--- src/rtl/fetch_stage.sv ---
// Instruction fetch stage: owns the PC, issues single-cycle fetch pulses to the
// icache and presents instruction/PC pairs to decode via a one-entry output register.
//
// state  | meaning
// -------+----------------------------------------------------------
// ISSUE  | free to pulse a fetch at pc_q when the output slot can take it
// WAIT   | one request outstanding at req_pc_q, waiting for ic_ack
module fetch_stage #(
    parameter logic [31:0] RESET_PC = 32'h0000_0000
) (
    input  logic        clk,
    input  logic        rst_n,
    output logic [31:0] ic_addr,
    output logic        ic_send_pulse,
    input  logic [31:0] ic_inst,
    input  logic        ic_ack,
    input  logic        redirect_valid,
    input  logic [31:0] redirect_pc,
    output logic        if_valid,
    output logic [31:0] if_inst,
    output logic [31:0] if_pc,
    input  logic        id_ready
);

    typedef enum logic [0:0] {
        S_ISSUE = 1'b0,
        S_WAIT  = 1'b1
    } state_e;

    state_e      state_q,    state_d;
    logic [31:0] pc_q,       pc_d;
    logic [31:0] req_pc_q,   req_pc_d;
    logic        discard_q,  discard_d;
    logic        if_valid_q, if_valid_d;
    logic [31:0] if_inst_q,  if_inst_d;
    logic [31:0] if_pc_q,    if_pc_d;

    logic        can_accept;
    logic        pulse;
    logic [31:0] redirect_tgt;

    assign can_accept   = !if_valid_q || id_ready;
    assign redirect_tgt = {redirect_pc[31:2], 2'b00};

    // Issuing only when the slot will be free guarantees every ack can be captured.
    assign pulse = rst_n && (state_q == S_ISSUE) && can_accept && !redirect_valid;

    assign ic_send_pulse = pulse;
    assign ic_addr       = (state_q == S_WAIT) ? req_pc_q : pc_q;
    assign if_valid      = if_valid_q;
    assign if_inst       = if_inst_q;
    assign if_pc         = if_pc_q;

    always_comb begin
        state_d    = state_q;
        pc_d       = pc_q;
        req_pc_d   = req_pc_q;
        discard_d  = discard_q;
        if_valid_d = if_valid_q && !id_ready;
        if_inst_d  = if_inst_q;
        if_pc_d    = if_pc_q;

        if (redirect_valid) begin
            pc_d       = redirect_tgt;
            if_valid_d = 1'b0;
            if (state_q == S_WAIT) begin
                if (ic_ack) begin
                    state_d   = S_ISSUE;
                    discard_d = 1'b0;
                end else begin
                    discard_d = 1'b1;
                end
            end
        end else begin
            case (state_q)
                S_ISSUE: begin
                    if (pulse) begin
                        req_pc_d = pc_q;
                        if (ic_ack) begin
                            if_valid_d = 1'b1;
                            if_inst_d  = ic_inst;
                            if_pc_d    = pc_q;
                            pc_d       = pc_q + 32'd4;
                        end else begin
                            state_d = S_WAIT;
                        end
                    end
                end
                S_WAIT: begin
                    if (ic_ack) begin
                        state_d = S_ISSUE;
                        if (discard_q) begin
                            discard_d = 1'b0;
                        end else begin
                            if_valid_d = 1'b1;
                            if_inst_d  = ic_inst;
                            if_pc_d    = req_pc_q;
                            pc_d       = req_pc_q + 32'd4;
                        end
                    end
                end
                default: state_d = S_ISSUE;
            endcase
        end
    end

    always_ff @(posedge clk or negedge rst_n) begin
        if (!rst_n) begin
            state_q    <= S_ISSUE;
            pc_q       <= RESET_PC;
            req_pc_q   <= 32'h0;
            discard_q  <= 1'b0;
            if_valid_q <= 1'b0;
            if_inst_q  <= 32'h0;
            if_pc_q    <= 32'h0;
        end else begin
            state_q    <= state_d;
            pc_q       <= pc_d;
            req_pc_q   <= req_pc_d;
            discard_q  <= discard_d;
            if_valid_q <= if_valid_d;
            if_inst_q  <= if_inst_d;
            if_pc_q    <= if_pc_d;
        end
    end

endmodule
--- config.mk ---
export PLATFORM = sky130hd
export DESIGN_NAME = fetch_stage
export DESIGN_NICKNAME = d
export VERILOG_FILES = /design/src/rtl/fetch_stage.sv
export SDC_FILE = /design/constraint.sdc
export NUM_CORES = 1
export LEC_CHECK = 0
export CORE_AREA = 3 3 119 121
export CTS_CLUSTER_SIZE = 20
export DETAILED_ROUTE_END_ITERATION = 10
export DIE_AREA = 0 0 122 124
export PLACE_DENSITY = 0.79
export SETUP_SLACK_MARGIN = 0.3
export SLEW_MARGIN = 10
export SYNTH_ARGS = -nofsm -noshare
export SYNTH_HDL_FRONTEND = slang
export SYNTH_SLANG_ARGS = --single-unit
--- constraint.sdc ---
create_clock -name clk -period 3.87 [get_ports clk]
set_clock_uncertainty 0.2 [all_clocks]
set_input_delay 0.387 -clock clk [delete_from_list [all_inputs] [get_ports clk]]
set_output_delay 0.387 -clock clk [all_outputs]
set_load 0.02 [all_outputs]
# Word level (Yosys, flattened, before mapping)
# Cells that the tools add are included.
[word_totals]
reg_bits = 131
[op_classes]
n_bitwise = 2
n_mux = 32
reduce_logical = 13
n_addsub = 2
eq_ne = 8
[ops]
columns = ["op", "n"]
rows = [
  ["$mux 32", 14],
  ["$pmux 32 s2", 3],
  ["$add 32x3->32 const B", 2],
  ["$mux 1", 13],
  ["$ne 3x3->1 const B", 4],
  ["$ne 2x2->1 const B", 4],
  ["$reduce_and 5->1", 1],
  ["$logic_and 1x1->1", 4],
  ["$pmux 1 s2", 2],
  ["$reduce_and 4->1", 1],
  ["$logic_not 1->1", 3],
  ["$reduce_and 3->1", 1],
  ["$not 1->1", 2],
  ["$reduce_and 2->1", 1],
  ["$reduce_bool 2->1", 1],
  ["$logic_or 1x1->1", 1],
]

# Logic depth before layout (Yosys ltp)
[depth]
ltp_word = 7
ltp_mapped = 12
mapped_depth_nobuf = 8

# Worst setup path before layout
# Ideal clock, no wire load.
[synth_path]
path_kind = "flip-flop to flip-flop"
start = "register state_q"
end = "register pc_q[30]"
slack_ns = 0.970
setup_ns = 0.126
n_path_buf = 4
stages_incl_launch_ff = 13
period_less_slack_ns = 2.900
arrival_ns = 2.574
path_cell_list = "dfrtp_1 -> buf_6 -> buf_8 -> buf_4 -> buf_2 -> mux2_2 -> ha_1 -> nand4_1 -> o22ai_2 -> nand4_2 -> nor3_2 -> xnor2_1 -> a21oi_1"
[synth_via]
elab_chain_cells = 6
[synth_lines]
columns = ["element", "line", "rtl"]
rows = [
  ["start: declaration", "30", "state_e state_q, state_d;"],
  ["start signal: assignment", "117", "state_q <= state_d;"],
  ["$not 1->1 (no source line)", "-", ""],
  ["$logic_and 1x1->1 (3 in a row)", "46", "assign pulse = rst_n && (state_q == S_ISSUE) && can_accept && !redirect_valid;"],
  ["$ne 3x3->1 (no source line)", "-", ""],
  ["$reduce_and 4->1 (no source line)", "-", ""],
  ["end signal: assignment", "118", "pc_q <= pc_d;"],
  ["end: declaration", "31", "logic [31:0] pc_q, pc_d;"],
]
# Several ways; a longest one is shown, not always the timed one.
# A chain may end at the register's enable or synchronous reset.

# Worst setup path after layout
[layout_path]
start = "register state_q"
end = "output ic_addr[20]"
[layout_via]
elab_chain_cells = 1
[layout_lines]
columns = ["element", "line", "rtl"]
rows = [
  ["$mux 32", "49", "assign ic_addr = (state_q == S_WAIT) ? req_pc_q : pc_q;"],
  ["end: declaration", "13", "output logic [31:0] ic_addr,"],
]
# Every way passes these cells.

==> impl_results.md <==
- Status: finished, final reports clean
- Initial DRC count: 448
- Overall routed net length: roughly 17,000 um
- Critical path's largest stage delay: 0.58 ns
- Final-report setup violation count: 0
- Later-pin clock latency in the skew report: 0.41 ns
- CTS buffer count: 17
- Clock Pin Slew Worst Setup and Hold Paths: 0.06 ns
- Crit path required time: 3.28 ns
- Setup Fix Bufs, Post-CTS: 0
- Vias per cell: 5.35
- # rows: 42
- PD cells: 557 mW/mm^2
- Die H: 124 um
- RSZ-0062 raised after global routing: no
- Startpoint types: flip-flop
- Slew Limit Fails: 0
- Slew @ Worst Pin: 1.07 ns
- Fraction of registers with async set/reset: 100%
- First-pass GRT wire length: 27,900 um
- VDD IR max: 313 uV
- Die X: 122 um
- Avg Cell Area, Syn: 9.76 um^2
- Worst Path Max Fanout: 29
- Starting Density: 48.9%
- Crit path max-delay family: buffers and inverters
- WL/cell: 17.1 um
- Die footprint: 0.0151 mm^2
- Crit Path Class: reg -> out
- Post_cts resized: 0
- Worst-path cell chain: buf_4 -> mux2i_1 -> inv_1 -> clkdlybuf4s50_1
- GP Congestion: about 0.82
- Vias: about 5,400
- Fin crit share: about four fifths
- Hold Slack: 0.275 ns
- Worst path slowest cell: dfrtp_2
- Min Tclk post-route: 3.13 ns
- Syn_nets: 731
- Total GRT Usage: a little under a quarter
- Worst path bufs/invs: 3
- Layout cells sized above 1: 14.3%
- Sink Count: 131
- Final TNS setup: 0 ns
- Max clock buf depth: 2
- Pin count of the biggest net entering global routing: 86
- DP HPWL: 11,600 um
- Syn Inst Count: 661
- Core area: between 0.01 and 0.015 mm^2
- Max cap viols: 0
- CTS tree: built
- Antenna-violating nets left: 0
- Sequential area share after synthesis: 50.8%
- Data arrival, critical path: 2.55 ns
- Vias in the first global route: 5,532
- HP Class: in -> async
- Flops & latches, synth: 131
- I/O Pins: approximately 170
- N_diodes: 0
- Met2 WL post-DR: 8240 um
- Port Buffers: 164
- H-tree depth: 4
- Hold Violations, Final: 0
- Post-synth EDFFs: 0
- Met1 wire length: 7120 um
- Met3 WL: 1570 um
- Setup crit end kind: output pin
- CTS root buf: clkbuf_16
- Congestion Overflow GR: 0
- Highest metal used: met4
- Synth warn: 0
- Post-synth top flop: dfrtp_1
- Synth Cell Area: between 0.006 and 0.007 mm^2
- Area Overhead vs Synth: 36.4%
- Drt first pass iters: 5
- Final net count: 886
- Drc violations: 0
- Slew headroom: 28.3%
- Max frequency: 319 MHz
- LEAKAGE: 3.88 nW
- Initial antenna violation count: 0
- Library cells used by synthesis: 57
[registers in the layout, indices dropped and copies added (netlist names)]
signal and cells:
if_inst 32, pc_q 32, if_valid 1, discard_q 1, req_pc_q 32, if_pc 32, state_q 1
[cells in the final DEF (no fill, tap or decap), types with 5 or more instances in the layout]
| cell type | instances |
|---|---|
| clkdlybuf4s50_1 | 162 |
| a21oi_1 | 26 |
| nand4_1 | 6 |
| mux2_2 | 50 |
| buf_4 | 9 |
| clkbuf_8 | 5 |
| o21a_1 | 6 |
| xnor2_1 | 19 |
| and2_1 | 9 |
| dfrtp_1 | 130 |
| mux2i_1 | 15 |
| nand3_1 | 16 |
| xor2_1 | 6 |
| nand2_1 | 199 |
| a31oi_1 | 9 |
| inv_1 | 12 |
| nor2_1 | 23 |
| clkbuf_16 | 17 |
| o21ai_0 | 31 |
| nand3b_1 | 7 |
[kinds of logic (layout without fill, tap and decap cells)]
| kind of cell | count (synthesis) | after routing | synth area share (%) |
|---|---|---|---|
| muxes | 68 | 68 | 11.7 |
| and+or+nand+nor | 287 | 287 | 20.6 |
| buffers and inverters | 52 | 217 | 3.76 |
| AOI/OAI and AO/OA | 97 | 97 | 9.56 |
| DFF | 131 | 131 | 50.8 |
| xor gates and xnor gates | 25 | 25 | 3.39 |
| adders and majority gates | 1 | 1 | 0.194 |
[cells in the mapped netlist, types with 3 or more instances]
master,n,share of area [%]
o221ai_1,3,0.41
inv_1,12,0.70
a31oi_1,9,0.87
nor2_1,24,1.4
buf_2,14,1.1
o21ai_0,31,2.4
nand4_2,3,0.58
o22ai_1,4,0.39
xnor2_1,19,2.6
clkbuf_1,18,1.0
nor3_2,4,0.62
and2_1,9,0.87
mux2_2,50,8.7
xor2_1,6,0.81
mux2i_1,15,2.3
nand3b_1,7,0.81
dfrtp_1,131,51
nand4_1,6,0.58
o21ai_1,4,0.31
nand3_1,17,1.3
o21a_1,6,0.70
nand2_1,199,12
a21oi_1,26,2.0
[through the flow]
stage,util [%],area (um^2),worst slack [ns],instances,power [mW]
2_1_floorplan,-,6450,0.970,661,2.64
3_3_place_gp,62.3,8220,1.09,972,3.30
3_5_place_dp,62.3,8220,1.04,972,3.35
4_1_cts,66.7,8800,0.738,1002,4.93
5_1_grt,66.7,8800,0.633,1002,5.16
6_report,66.7,8800,0.737,1002,4.90
[area by class of cell]
type                    instances  area, um^2
clock buffers                  24         502
clock inverters                 5        75.1
fillers                      1020        4390
inverters                      14        52.6
multi-input cells             478        2960
flip-flops and latches        131        3280
well taps                     176         220
repair buffers                174        1720
[layer usage]
layer / up-vias / GRT usage (%)
met5: - / 0
met4: 0 / 8.12
met3: 20 / 8.45
met2: 200 / 38.0
met1: 2607 / 29.9
li1: 2536 / -
[where the power goes]
part	total, mW	switching (mW)	internal [mW]	leakage [nW]
clock network	1.58	0.556	1.02	0.288
registers	1.87	0.216	1.66	1.62
logic	1.46	0.765	0.691	1.97
[worst paths after layout]
path                              from     endpoint  slack [ns]  cells past startpoint
max in group asynchronous        rst_n     pc_q[29]        1.74                      3
min in group clk           if_inst[24]  if_inst[24]        0.28                      2
hold reg to reg            if_inst[24]  if_inst[24]        0.28                      2
setup / recovery               state_q  ic_addr[20]        0.74                      4
hold / removal                   rst_n    if_pc[13]        0.28                      2
setup reg to reg               state_q     pc_q[15]        1.01                      7
[timing repair]
item / CTS / global route
hold buffers: 1 / 0
endpoints found under the setup margin: 0 / 0
hold endpoints to repair: 47 / 0
Note: power is estimated with default switching activity, not from simulation.
